**src/rtl/conv_weight_scheduler.sv**
```systemverilog
// Weight-load sequencer for a bank of parallel 3x3 binary conv engines.
// For each kernel group of a layer it streams CONV_N*K one-bit weights out
// of the weight ROM (K bits per engine, engines in order), launches every
// engine together, then waits until each engine has reported completion.
// The layer ends with a one-cycle done pulse.
module conv_weight_scheduler #(
  parameter int CONV_N = 3,
  parameter int K      = 9,
  parameter int AW     = 10,
  parameter int GW     = 6
) (
  input  logic              clk,
  input  logic              rstn,
  input  logic              start,
  input  logic              abort,
  input  logic [AW-1:0]     base_addr,
  input  logic [GW-1:0]     n_groups,
  output logic              wrom_rd,
  output logic [AW-1:0]     wrom_addr,
  input  logic              wrom_data,
  output logic              conv_weight,
  output logic [CONV_N-1:0] weight_en,
  output logic [CONV_N-1:0] conv_start,
  input  logic [CONV_N-1:0] conv_done,
  output logic [GW-1:0]     group_idx,
  output logic              busy,
  output logic              done
);

  localparam int BW = (K > 1) ? $clog2(K) : 1;
  localparam int EW = (CONV_N > 1) ? $clog2(CONV_N) : 1;
  localparam logic [BW-1:0] BIT_LAST = BW'(K - 1);
  localparam logic [EW-1:0] ENG_LAST = EW'(CONV_N - 1);

  typedef enum logic [2:0] {
    S_IDLE,
    S_LOAD,
    S_DRAIN,
    S_LAUNCH,
    S_WAIT,
    S_FIN
  } state_t;

  state_t state, state_nxt;

  logic [AW-1:0]     addr_ptr;
  logic [BW-1:0]     bit_cnt;
  logic [EW-1:0]     eng_cnt;
  logic [GW-1:0]     n_groups_q;
  logic [CONV_N-1:0] done_seen;
  logic [CONV_N-1:0] en_q;
  logic              accept;
  logic              last_read;
  logic              all_done;
  logic              last_group;

  assign last_read  = (bit_cnt == BIT_LAST) && (eng_cnt == ENG_LAST);
  assign all_done   = &(done_seen | conv_done);
  assign last_group = (group_idx == n_groups_q - GW'(1));

  // ROM data goes straight to the engines; weight_en qualifies it.
  assign conv_weight = wrom_data;
  assign wrom_addr   = wrom_rd ? addr_ptr : '0;
  // The enable registered from last cycle's read is squashed by an abort.
  assign weight_en   = abort ? '0 : en_q;
  // Busy covers the accepting cycle itself and every non-idle cycle.
  assign busy        = (state != S_IDLE) || accept;

  // State register.
  always_ff @(posedge clk or negedge rstn) begin
    if (!rstn) state <= S_IDLE;
    else       state <= state_nxt;
  end

  // Next-state and per-state strobes; abort overrides everything.
  always_comb begin
    // NOTE: every output of this block gets a default first so no path leaves
    // a value unassigned, which would otherwise infer a latch.
    state_nxt  = state;
    accept     = 1'b0;
    wrom_rd    = 1'b0;
    conv_start = '0;
    done       = 1'b0;
    case (state)
      S_IDLE: begin
        if (start) begin
          accept    = 1'b1;
          state_nxt = (n_groups == '0) ? S_FIN : S_LOAD;
        end
      end
      S_LOAD: begin
        wrom_rd = 1'b1;
        if (last_read) state_nxt = S_DRAIN;
      end
      S_DRAIN:  state_nxt = S_LAUNCH;
      S_LAUNCH: begin
        conv_start = '1;
        state_nxt  = S_WAIT;
      end
      S_WAIT: begin
        if (all_done) state_nxt = last_group ? S_FIN : S_LOAD;
      end
      S_FIN: begin
        done      = 1'b1;
        state_nxt = S_IDLE;
      end
      default: state_nxt = S_IDLE;
    endcase
    if (abort) begin
      state_nxt  = S_IDLE;
      accept     = 1'b0;
      wrom_rd    = 1'b0;
      conv_start = '0;
      done       = 1'b0;
    end
  end

  // Address pointer, bit/engine counters, group index and completion tracking.
  always_ff @(posedge clk or negedge rstn) begin
    // NOTE: sequential state uses non-blocking assignments so every register
    // here samples the pre-edge values of the others, independent of order.
    if (!rstn) begin
      addr_ptr   <= '0;
      bit_cnt    <= '0;
      eng_cnt    <= '0;
      n_groups_q <= '0;
      group_idx  <= '0;
      done_seen  <= '0;
      en_q       <= '0;
    end else if (abort) begin
      bit_cnt   <= '0;
      eng_cnt   <= '0;
      group_idx <= '0;
      done_seen <= '0;
      en_q      <= '0;
    end else begin
      en_q <= wrom_rd ? (CONV_N'(1) << eng_cnt) : '0;
      if (accept) begin
        n_groups_q <= n_groups;
        addr_ptr   <= base_addr;
        group_idx  <= '0;
        bit_cnt    <= '0;
        eng_cnt    <= '0;
      end
      if (wrom_rd) begin
        // Pointer wraps naturally at the top of the ROM.
        addr_ptr <= addr_ptr + AW'(1);
        if (bit_cnt == BIT_LAST) begin
          bit_cnt <= '0;
          eng_cnt <= (eng_cnt == ENG_LAST) ? '0 : eng_cnt + EW'(1);
        end else begin
          bit_cnt <= bit_cnt + BW'(1);
        end
      end
      if (state == S_LAUNCH) done_seen <= '0;
      if (state == S_WAIT) begin
        done_seen <= done_seen | conv_done;
        if (all_done && !last_group) group_idx <= group_idx + GW'(1);
      end
    end
  end

endmodule

```
**config.mk**
```make
export PLATFORM = sky130hd
export DESIGN_NAME = conv_weight_scheduler
export DESIGN_NICKNAME = d
export VERILOG_FILES = /design/src/rtl/conv_weight_scheduler.sv
export SDC_FILE = /design/constraint.sdc
export NUM_CORES = 1
export LEC_CHECK = 0
export CORE_MARGIN = 2
export CORE_UTILIZATION = 51
export DETAILED_ROUTE_END_ITERATION = 8
export PLACE_DENSITY = 0.8
export SLEW_MARGIN = 30
export SYNTH_ARGS = -nofsm -noshare
export SYNTH_HDL_FRONTEND = slang
export SYNTH_SLANG_ARGS = --single-unit
```
**constraint.sdc**
```tcl
create_clock -name clk -period 2.63 [get_ports clk]
set_input_delay 0.3945 -clock clk [delete_from_list [all_inputs] [get_ports clk]]
set_output_delay 0.3945 -clock clk [all_outputs]
set_load 0.01 [all_outputs]
```
-- Yosys cells after proc, flatten, opt, wreduce, memory -nomap -nowiden
Cells that the tools add are included.
- register bits after elaboration: 37
- bits of input ports: 24
- output and inout port bits: 26
- add/subtract/negate cells: 5
- eq/ne operators: 11
- shift-type cells: 1
- mux-type cells: 38
- bitwise logic cells: 2
- reductions and logical operators: 14
- operator list (operator ; count):
    2-to-1 mux 3 bit ; 14
    2-to-1 mux 10 bit ; 3
    2-to-1 mux 6 bit ; 4
    2-to-1 mux 4 bit ; 4
    one-hot mux 3 bit (5 select lines) ; 1
    adder 10 x 1 -> 10 bit, second input constant ; 1
    2-to-1 mux 2 bit ; 5
    inequality test 3 bit, second input constant ; 3
    nonzero test 3 bit ; 3
    2-to-1 mux 1 bit ; 7
    adder 6 x 1 -> 6 bit, second input constant ; 1
    equality test 3 x 2 -> 1 bit, second input constant ; 2
    equality test 3 bit, second input constant ; 2
    equality test 6 bit ; 1
    logical NOT 6 bit ; 1
    AND reduction 3 bit ; 2
    subtractor 6 x 1 -> 6 bit, second input constant ; 1
    adder 4 x 1 -> 4 bit, second input constant ; 1
    equality test 4 bit, second input constant ; 1
    AND reduction 2 bit ; 2
    equality test 3 x 1 -> 1 bit, second input constant ; 1
    logical NOT 3 bit ; 1
    bitwise OR 3 bit ; 1
    << shifter 1 x 2 -> 3 bit, first input constant ; 1
    other kinds (7) ; 8

-- Longest topological paths before layout
- depth in word-level cells: 7
- mapped depth: 8

-- Worst setup path before layout
Ideal clock, no wire load.
- path kind: reg2reg
- start point: register n_groups_q[0]
- end point: register group_idx[0]
- arrival time: 1.781 ns
- required time: 2.505 ns
- path slack: 0.724 ns
- cell stages (with the launch flop): 6
- period minus slack after synthesis: 1.906 ns
- cell sequence: dfrtp_1 or4_4 nor3_2 and4bb_4 a21boi_4 mux2_4
- word-level cells in the longest chain between the ends: 7
- ends and longest elaborated chain (item ; line ; RTL):
    start, declared ; 49 ; logic [GW-1:0] n_groups_q;
    start signal, assigned ; 139 ; n_groups_q <= n_groups;
    subtractor 6 x 1 -> 6 bit ; 59 ; assign last_group = (group_idx == n_groups_q - GW'(1));
    equality test 6 bit ; 59 ;
    logical NOT 1 bit ; 158 ; if (all_done && !last_group) group_idx <= group_idx + GW'(1);
    logical AND 1 bit ; 158 ;
    2-to-1 mux 6 bit ; 158 ;
    2-to-1 mux 6 bit ; 156 ; if (state == S_WAIT) begin
    2-to-1 mux 6 bit ; 130 ; end else if (abort) begin
    end signal, assigned ; 158 ;
    end, declared ; 25 ; output logic [GW-1:0] group_idx,
No other way between the ends.
A chain may end at the register's enable or synchronous reset.

-- Worst setup path after layout
- start point: input port abort
- end point: output port wrom_addr[9]
- word-level cells in the longest chain between the ends: 2
- ends and longest elaborated chain (item ; line ; RTL):
    start, declared ; 15 ; input logic abort,
    2-to-1 mux 1 bit ; 109 ; if (abort) begin
    2-to-1 mux 10 bit ; 63 ; assign wrom_addr = wrom_rd ? addr_ptr : '0;
    end, declared ; 19 ; output logic [AW-1:0] wrom_addr,
No other way between the ends.

==> run metrics <==
post-synthesis compound-gate area fraction=16.3%; Seq/Total Area, Yosys=40.5%; Yosys warning count=0; status=finished clean; Setup TNS=0 ns; xor and xnor area share after synthesis=3.06%; mux contribution to synthesized area=6.78%; simple-gate share of the synthesized area=25.4%; Setup crit end=wrom_addr[9]; Placer Congestion=0.816; Async SR Flop Fraction=100%; cell count after synthesis=252; DR vias=1977; Leakage=1.22 nW; CP max stage delay=0.54 ns; R2R cell count=5; power per cell area=779 mW/mm^2; count of buffers from port buffering=47; Tot Pwr=2.25 mW; Synth Area in Adders=2.74%; Core Area=0.00432 mm^2; io pins=50; critical path required time=2.24 ns; total CTS buffers=5; critical-path cell list=clkdlybuf4s50_1 > nor2_1 > nand3b_1 > clkinv_1 > buf_12 > and2_1 > clkdlybuf4s50_1; drt first pass iters=4; Startpoint Class=input port; fmax=406 MHz; clock sinks=37; Final Max Tran Viols=0; Hold Buf Count CTS=0; Max VDD drop=0.471 mV; Yosys top cell by area=dfrtp_1; Worst EP arrival=2.07 ns; die width=71.0 um; CTS max path bufs=2; largest family of logic cells by synthesized area=simple AND/OR/NAND/NOR gates; Residual DRC=0; mapped cell area=0.00229 mm^2; Tmin final=2.47 ns; first-pass GRT wire length=8320 um; Synth area leaders=dfrtp_1, nor2_1, a21oi_1; Die ar.=0.00504 mm^2; Post-Syn Nets=281; crit path max-delay cell type=clkdlybuf4s50_1; largest net degree at the start of global routing=38; vias in the first global route=1845; row count=24; postcts setup bufs=0; ANT nets after route=0; most used flip-flop cell after synthesis=dfrtp_1; diode count=0; post-DP HPWL=3580 um; Vert. Die Dim=71.0 um; initial antenna violation count=0; most frequent CP cell=clkdlybuf4s50_1; Worst Hold Class=in -> async; Starting Density=52.9%; Worst Tran Pin Value=0.833 ns; Area growth syn-to-layout=26.4%; max cap viols=0; post-synth top area share=40.5%; hold_ws=0.207 ns; Total GRT Usage=20.6%; CTS HTree Levels=2; Crit Reg-Reg Startpoint=state[0]; Worst Setup End Kind=output pin; Final Hold Vio Count=0; RSZ-0062 raised after global routing=no; CTS tree=yes; most frequent cells in the layout=clkdlybuf4s50_1, dfrtp_1, nor2_1, nand2_1, a21oi_1; Post-synth EDFFs=0; Iter 0 DRT Violations=140; Critical path origin=abort; wire length per cell=14.2 um; GR Overflow Total=0; fin crit share=93.7%; Cell variety after synth=52; drt total wl=5000 um; Skew-Pair Late Insertion Delay=0.28 ns; Crit Path Max Fanout=27; final number of setup-violating endpoints=0; Syn Area/Cell=9.08 um^2; most common cell after layout, fill and taps aside=clkdlybuf4s50_1; setup skew after layout=0.00656 ns; worst reg2reg setup slack=0.53 ns; share of cells above drive strength 1=10.6%; CTS clk-pin slew, worst paths=0.07 ns; #FFs+latches synth=37; nets=329; Setup CP Type=in -> out; number of vias per cell=5.60; RR Endpoint=group_idx[5]; root buf cell=clkbuf_8; Rel. slew slack=44.5%; # resized after CTS=0
## worst min path at each step
stage / depth (start not counted) / slack, ns / to / from
floorplan: 0 / 0.1 / addr_ptr[0] / rstn
global placement: 1 / 0.48 / bit_cnt[3] / bit_cnt[3]
detailed placement: 1 / 0.50 / bit_cnt[3] / bit_cnt[3]
CTS: 1 / 0.24 / state[2] / rstn
global route: 1 / 0.27 / n_groups_q[1] / rstn
finish: 1 / 0.21 / group_idx[0] / rstn
## sequential cells by signal (all words and copies together) (netlist names)
name / count
addr_ptr: 10
group_idx: 6
n_groups_q: 6
bit_cnt: 4
done_seen: 3
en_q: 3
state: 3
eng_cnt: 2
## cells in the mapped netlist, drive strengths merged, types with 2 or more instances
cell / count
nand3b: 2
nand3: 9
buf: 7
a211oi: 3
xnor2: 2
and3: 2
ha: 5
a211o: 2
nor3: 9
a2bb2oi: 3
mux2: 11
and2: 9
nor4b: 2
clkbuf: 6
nand2b: 4
or3: 2
inv: 10
dfrtp: 37
xor2: 6
nand4: 3
nor2: 29
o22ai: 5
nor3b: 7
o21ai: 14
mux2i: 2
o32ai: 2
a21oi: 17
o31ai: 2
nor2b: 4
nand2: 22
## metal layers
layer | share of wire (%) | global-route usage, % | vias up
li1 | - | - | 989
met1 | 44 | 26.0 | 922
met2 | 49 | 35.7 | 60
met3 | 5.8 | 5.13 | 6
met4 | 0.88 | 4.61 | 0
met5 | 0 | 0 | -
## critical path: cells and delay by family
family,cells,cell delay (ns)
buffers and inverters,4,1.23
and+or+nand+nor,3,0.43
## power by group
part	internal, mW	switching (mW)
sequential	0.717	0.177
combinational	0.473	0.503
clock	0.183	0.200
total	1.37	0.879
## through the flow
step / cell area [um^2] / setup slack (ns) / util, % / std cells
2_1_floorplan: 2290 / 0.724 / - / 252
3_3_place_gp: 2810 / 0.185 / 64.9 / 345
3_5_place_dp: 2810 / 0.181 / 64.9 / 345
4_1_cts: 2890 / 0.169 / 66.9 / 353
5_1_grt: 2890 / 0.0252 / 66.9 / 353
6_report: 2890 / 0.165 / 66.9 / 353
## cell type report
cell class	count	area [um^2]
inverters	11	41.3
flip-flops and latches	37	926
well taps	52	65.1
clock buffers	5	68.8
multi-input cells	191	1240
clock inverters	3	17.5
repair buffers	54	531
fillers	375	1430
## cell families after synthesis
family	Yosys count
adders and majority gates	5
buffers and inverters	24
muxes	13
and+or+nand+nor	110
xor gates and xnor gates	8
AOI/OAI and AO/OA	55
DFF	37
Note: power is estimated with default switching activity, not from simulation.
